[src/rtl/regfile_pkg.sv]
// Shared types and constants for the register-bank writeback controller.
package regfile_pkg;

   localparam int NREG   = 16;
   localparam int AW     = 4;
   localparam int DW     = 32;
   localparam int PC_REG = 15;

   typedef logic [AW-1:0] reg_addr_t;
   typedef logic [DW-1:0] word_t;

   typedef enum logic {
      GRANT_ALU = 1'b0,
      GRANT_MEM = 1'b1
   } grant_t;

   // Number of set bits in a pending vector; result spans 0..NREG.
   function automatic logic [AW:0] popcount(input logic [NREG-1:0] v);
      logic [AW:0] c;
      c = '0;
      for (int i = 0; i < NREG; i++) begin
         c = c + {{AW{1'b0}}, v[i]};
      end
      return c;
   endfunction

endpackage

[src/rtl/wb_scoreboard.sv]
// Pending-write scoreboard: one bit per architectural register, a registered
// population count, and the RAW hazard compare for the two decode sources.
module wb_scoreboard
   import regfile_pkg::*;
(
   input  logic          clk,
   input  logic          rst_n,
   input  logic          issue_valid_i,
   input  reg_addr_t     issue_rd_i,
   input  logic          clr_valid_i,
   input  reg_addr_t     clr_rd_i,
   input  logic          flush_i,
   input  reg_addr_t     rs1_i,
   input  reg_addr_t     rs2_i,
   input  logic          rs1_used_i,
   input  logic          rs2_used_i,
   output logic          stall_o,
   output logic [AW:0]   pending_cnt_o
);

   logic [NREG-1:0] pending_q, pending_d;
   logic [AW:0]     cnt_q, cnt_d;

   // Next pending vector: clear on writeback, then set on issue so a newer
   // producer of the same register wins; flush overrides everything.
   always_comb begin
      pending_d = pending_q;
      if (clr_valid_i) pending_d[clr_rd_i] = 1'b0;
      if (issue_valid_i) pending_d[issue_rd_i] = 1'b1;
      if (flush_i) pending_d = '0;
      cnt_d = popcount(pending_d);
   end

   // Scoreboard and its count register together so they never disagree.
   always_ff @(posedge clk or negedge rst_n) begin
      if (!rst_n) begin
         pending_q <= '0;
         cnt_q     <= '0;
      end else begin
         pending_q <= pending_d;
         cnt_q     <= cnt_d;
      end
   end

   // Hazard looks only at the registered bits, so it clears the cycle after
   // the writeback edge.
   always_comb begin
      stall_o = (rs1_used_i && pending_q[rs1_i]) || (rs2_used_i && pending_q[rs2_i]);
   end

   assign pending_cnt_o = cnt_q;

endmodule

[src/rtl/regfile_wb_arbiter.sv]
// Writeback controller for the 16x32 register bank: round-robin sharing of the
// single write port between ALU and load results, PC-write redirect, and the
// pending-write scoreboard used by decode for RAW stalls.
//
// last_grant | meaning
// -----------+----------------------------------------------
// GRANT_ALU  | ALU took the last transfer; MEM wins a tie
// GRANT_MEM  | MEM took the last transfer (reset); ALU wins a tie
module regfile_wb_arbiter
   import regfile_pkg::*;
(
   input  logic          clk,
   input  logic          rst_n,
   input  logic          alu_valid,
   input  reg_addr_t     alu_rd,
   input  word_t         alu_data,
   output logic          alu_ready,
   input  logic          mem_valid,
   input  reg_addr_t     mem_rd,
   input  word_t         mem_data,
   output logic          mem_ready,
   input  logic          issue_valid,
   input  reg_addr_t     issue_rd,
   input  reg_addr_t     rs1,
   input  reg_addr_t     rs2,
   input  logic          rs1_used,
   input  logic          rs2_used,
   input  logic          flush,
   output logic          rf_enable,
   output reg_addr_t     rf_waddr,
   output word_t         rf_wdata,
   output logic          pc_wr_valid,
   output word_t         pc_wr_data,
   output logic          stall,
   output logic [AW:0]   pending_cnt
);

   grant_t    last_grant_q, last_grant_d;
   logic      xfer;
   reg_addr_t xfer_rd;
   word_t     xfer_data;
   logic      xfer_is_pc;

   logic      rf_enable_q, rf_enable_d;
   reg_addr_t rf_waddr_q, rf_waddr_d;
   word_t     rf_wdata_q, rf_wdata_d;
   logic      pc_wr_valid_q, pc_wr_valid_d;
   word_t     pc_wr_data_q, pc_wr_data_d;

   // Round-robin state register.
   always_ff @(posedge clk or negedge rst_n) begin
      if (!rst_n) last_grant_q <= GRANT_MEM;
      else        last_grant_q <= last_grant_d;
   end

   // Grants: a lone requester always wins; on a tie the one not served last.
   always_comb begin
      alu_ready = !flush && alu_valid && (!mem_valid || last_grant_q == GRANT_MEM);
      mem_ready = !flush && mem_valid && (!alu_valid || last_grant_q == GRANT_ALU);
      xfer       = alu_ready || mem_ready;
      xfer_rd    = alu_ready ? alu_rd   : mem_rd;
      xfer_data  = alu_ready ? alu_data : mem_data;
      xfer_is_pc = (xfer_rd == reg_addr_t'(PC_REG));
   end

   // Next grant history moves only when something is actually transferred.
   always_comb begin
      last_grant_d = last_grant_q;
      if (alu_ready)      last_grant_d = GRANT_ALU;
      else if (mem_ready) last_grant_d = GRANT_MEM;
   end

   // Route the granted write to the bank or to the PC-update port.
   always_comb begin
      rf_enable_d   = xfer && !xfer_is_pc;
      pc_wr_valid_d = xfer && xfer_is_pc;
      rf_waddr_d    = rf_waddr_q;
      rf_wdata_d    = rf_wdata_q;
      pc_wr_data_d  = pc_wr_data_q;
      if (rf_enable_d) begin
         rf_waddr_d = xfer_rd;
         rf_wdata_d = xfer_data;
      end
      if (pc_wr_valid_d) pc_wr_data_d = xfer_data;
   end

   // One-cycle write latency; reset drops any in-flight write immediately.
   always_ff @(posedge clk or negedge rst_n) begin
      if (!rst_n) begin
         rf_enable_q   <= 1'b0;
         rf_waddr_q    <= '0;
         rf_wdata_q    <= '0;
         pc_wr_valid_q <= 1'b0;
         pc_wr_data_q  <= '0;
      end else begin
         rf_enable_q   <= rf_enable_d;
         rf_waddr_q    <= rf_waddr_d;
         rf_wdata_q    <= rf_wdata_d;
         pc_wr_valid_q <= pc_wr_valid_d;
         pc_wr_data_q  <= pc_wr_data_d;
      end
   end

   assign rf_enable   = rf_enable_q;
   assign rf_waddr    = rf_waddr_q;
   assign rf_wdata    = rf_wdata_q;
   assign pc_wr_valid = pc_wr_valid_q;
   assign pc_wr_data  = pc_wr_data_q;

   wb_scoreboard u_scoreboard (
      .clk           (clk),
      .rst_n         (rst_n),
      .issue_valid_i (issue_valid),
      .issue_rd_i    (issue_rd),
      .clr_valid_i   (xfer),
      .clr_rd_i      (xfer_rd),
      .flush_i       (flush),
      .rs1_i         (rs1),
      .rs2_i         (rs2),
      .rs1_used_i    (rs1_used),
      .rs2_used_i    (rs2_used),
      .stall_o       (stall),
      .pending_cnt_o (pending_cnt)
   );

endmodule
[config.mk]
export PLATFORM = sky130hd
export DESIGN_NAME = regfile_wb_arbiter
export DESIGN_NICKNAME = d
export VERILOG_FILES = /design/src/rtl/regfile_pkg.sv /design/src/rtl/wb_scoreboard.sv /design/src/rtl/regfile_wb_arbiter.sv
export SDC_FILE = /design/constraint.sdc
export NUM_CORES = 1
export LEC_CHECK = 0
export BUFFER_PORTS_ARGS = -buffer_cell sky130_fd_sc_hd__buf_2
export CAP_MARGIN = 20
export CORE_MARGIN = 5
export CORE_UTILIZATION = 54
export CTS_CLUSTER_DIAMETER = 200
export DETAILED_ROUTE_END_ITERATION = 16
export PLACE_DENSITY = 0.95
export SLEW_MARGIN = 0
export SYNTH_ARGS = -nofsm -noshare
export SYNTH_HDL_FRONTEND = slang
export SYNTH_HIERARCHICAL = 1
export SYNTH_SLANG_ARGS = --single-unit
export TNS_END_PERCENT = 20
[constraint.sdc]
create_clock -name clk -period 9.1 [get_ports clk]
set_clock_uncertainty 0.2 [all_clocks]
set_input_delay 0.455 -clock clk [delete_from_list [all_inputs] [get_ports clk]]
set_output_delay 0.455 -clock clk [all_outputs]
set_load 0.02 [all_outputs]
==> results.md <==
- Status: finished, final reports clean
- Fill count: 631
- Kind of critical path: in2reg
- DRC viols: 0
- Net switching share of the total power: 33.9%
- Number of CTS-inserted buffers: 9
- Sequential fraction of design power: 46.6%
- Multi-input gate area: 0.00234 mm²
- Crit end category: flop
- Achievable Freq: 0.173 GHz
- IO Pins: 170
- Core Area: 0.00868 mm²
- Clock share of power: 22.2%
- Unrepaired setup endpoints after global routing: no
- Crit start category: input pin
- Worst-Skew Late Latency: 0.34 ns
- Slew @ Worst Pin: 0.861 ns
- Post-Route WL: 11700 µm
- Share of the synthesized area in the top cell type: 47.4%
- Root buffer cell: clkbuf_8
- Bufs on Longest Clock Path: 2
- Seq. cell area: 0.00230 mm²
- Slew HR: 42.6%
- Power per standard cell area: 191 mW/mm²
- Largest net degree at the start of global routing: between 50 and 60
- Cell with the most instances after synthesis: dfrtp_1
- Period Utilization, post-route: 63.4%
- Cell Int Power: between 0.7 and 0.8 mW
- Drt wl/cell: 18.5 µm
- Die Width: 104 µm
- Period minus WS final: approximately 5.8 ns
- Max Cap Viol: 0
- Post_cts resized: 0
- Vias per inst: 5.55
- Endpoints failing setup: 0
- Mapped Cells: 350
- Number of enable flip-flop cells after synthesis: 0
- Post-DP Area: 0.00568 mm²
- Port Buffer Count: 169
- Register area share after synthesis: between 40% and 50%
- CTS sink cnt: 92
- Total power: 1.12 mW
- Drt pass-1 iters: 4
- Clock-pin slew on the worst setup and hold paths: around 0.08 ns
- Post-route cell area: 0.00589 mm²
- Initial core utilization: a little under three fifths
- Avg Synthesized Cell Area: ~14 µm²
- # diodes: 0
- Yosys top cell by area: dfrtp_1
- Gr ovfl total: 0
- H-tree lvl count: 3
- Die height: 104 µm
- Hold WC Path Type: in2reg
- Max FO, Critical Path: 37
- Detailed Place HPWL: 9040 µm
- Hold Fails Final Rpt: 0
- CP arrival: 5.85 ns
- Area contributors post-synth: dfrtp_1, mux2_2, mux2_4
- P_leak: 2.93 nW
- Post-CTS Setup Inserts: 0
- CTS tree: yes
- Worst EP required: around 9 ns
- GPL Wtd Cong: between 0.8 and 0.9
- Logic pwr share: 31.2%
- Most common library cells after synthesis: dfrtp_1, mux2_2, mux2_4
- First-pass GRT wire length: 18900 µm
- Final slew viol count: 0
- Yosys warning count: 6
- Iteration-0 DRC Markers: around 170
- Mapped Nets: about 460
- Post-synthesis register bit count: between 90 and 100
- Yosys cell types: 37
- ANT nets after route: 0
- Final nets: 626
- NetSw: 0.381 mW
- Layout cell share with drive strength beyond 1: about 57%
- GRT Util Overall: 21.4%
- Vias in the first global route: between 3000 and 4000
- Total negative setup slack: 0 ns
- Vias: 3503
- Peak supply drop: approximately 0.11 mV
- Fraction of registers with async set/reset: between 90% and 100%
- Die area: 0.0109 mm²
- Rows: 34
- Post-Syn Area: 0.00480 mm²
- Syn-to-layout area delta: 22.8%
- Antenna violations before repair: 0
- Synth Flop Type: dfrtp_1
routing by layer:
metal / wire length [µm] / share of wire, % / track usage [%]
met5: 0 / 0 / 0
met4: 216 / 1.8 / 7.12
met3: 788 / 6.7 / 5.21
met2: 6330 / 54 / 39.1
met1: 4340 / 37 / 24.3
stage by stage:
step / utilization (%) / std cells / setup WS (ns) / hold WS (ns)
finish: 67.9 / 631 / 3.33 / 0.200
global route: 67.9 / 631 / 3.01 / 0.211
CTS: 67.6 / 630 / 3.36 / 0.179
detailed placement: 65.5 / 614 / 3.01 / 0.256
global placement: 65.5 / 614 / 3.14 / 0.249
floorplan: - / 350 / 4.13 / -0.0406
worst paths after layout:
| check | startpoint | to | slack [ns] | cells past startpoint |
|---|---|---|---|---|
| worst max register to register | last_grant_q$_DFFE_PN1P_ | u_scoreboard/pending_cnt_o[4]$_DFF_PN0_ | 3.44 | 18 |
| worst min register to register | last_grant_q$_DFFE_PN1P_ | last_grant_q$_DFFE_PN1P_ | 0.30 | 2 |
| max in group asynchronous | rst_n | rf_wdata[4]$_DFFE_PN0P_ | 7.23 | 3 |
| worst max-delay path | flush | u_scoreboard/pending_cnt_o[4]$_DFF_PN0_ | 3.33 | 19 |
| worst min-delay path | mem_valid | last_grant_q$_DFFE_PN1P_ | 0.20 | 3 |
| min in group asynchronous | rst_n | pc_wr_data[15]$_DFFE_PN0P_ | 0.41 | 2 |
repair_timing:
action,CTS,global route
hold buffers,1,0
setup endpoints to repair,0,0
hold endpoints to repair,37,0
final cells by class:
type                       count  share of cell area, %
multi-input combinational    231                   39.7
sequential                    92                   39.1
timing repair buffer         172                   15.2
clock buffer                  10                   2.33
tap                          108                   2.29
inverter                      13                  0.828
clock inverter                 5                  0.637
placed cells by master, fill, tap and decap left out, drive strengths merged, types with 2 or more instances in the layout:
cell type / netlist / routed
inv: 13 / 14
nand2: 17 / 17
mux2: 104 / 104
o22a: 4 / 4
nand4: 2 / 2
nand2b: 5 / 5
ha: 5 / 5
nor2: 5 / 5
o21ai: 17 / 17
nor2b: 6 / 6
nand3b: 3 / 3
a21o: 7 / 7
or2: 3 / 3
buf: 11 / 171
nand3: 8 / 8
a21oi: 18 / 18
and3: 2 / 2
clkinv: 0 / 2
fa: 10 / 10
clkinvlp: 0 / 2
mux4: 8 / 8
clkbuf: 3 / 10
xnor2: 2 / 2
dfrtp: 91 / 91
worst max-delay path, stage by stage:
cell      delay [ns]
buf_2           0.35
nand2b_4        0.23
or2_2           0.66
mux2_2          0.46
nor2b_1         0.26
nand2_1         0.13
o21ai_0         0.19
a21oi_1         0.14
fa_1            0.56
inv_1           0.06
fa_1            0.48
fa_1            0.53
fa_1            0.41
inv_1           0.07
ha_1            0.16
inv_1           0.06
fa_1            0.41
nor2b_1         0.13
o21a_1          0.12
power by group through the flow:
stage | Sequential, mW | Combinational [mW] | Clock [mW]
after floorplan | 0.617 | 0.130 | 0
after global placement | 0.528 | 0.341 | 0
after detailed placement | 0.532 | 0.354 | 0
after CTS | 0.524 | 0.355 | 0.259
after global routing | 0.532 | 0.374 | 0.277
final | 0.524 | 0.351 | 0.250
state kept, by name, indices dropped and copies added, names as in the netlist:
signal,count
last_grant_q,1
rf_enable,1
pc_wr_valid,1
rf_waddr,4
pc_wr_data,32
u_scoreboard/pending_cnt_o,5
u_scoreboard/pending_q,16
rf_wdata,32
cells by family after synthesis:
logic type               synth area share (%)
AO/OA/AOI/OAI                            5.86
XOR/XNOR                                0.365
adder cells (fa/ha/maj)                  5.47
buffers and inverters                    3.47
flip-flops                               48.0
multiplexers                             30.6
AND/OR/NAND/NOR                          6.20
No activity file was read; power rests on OpenSTA's default activity.
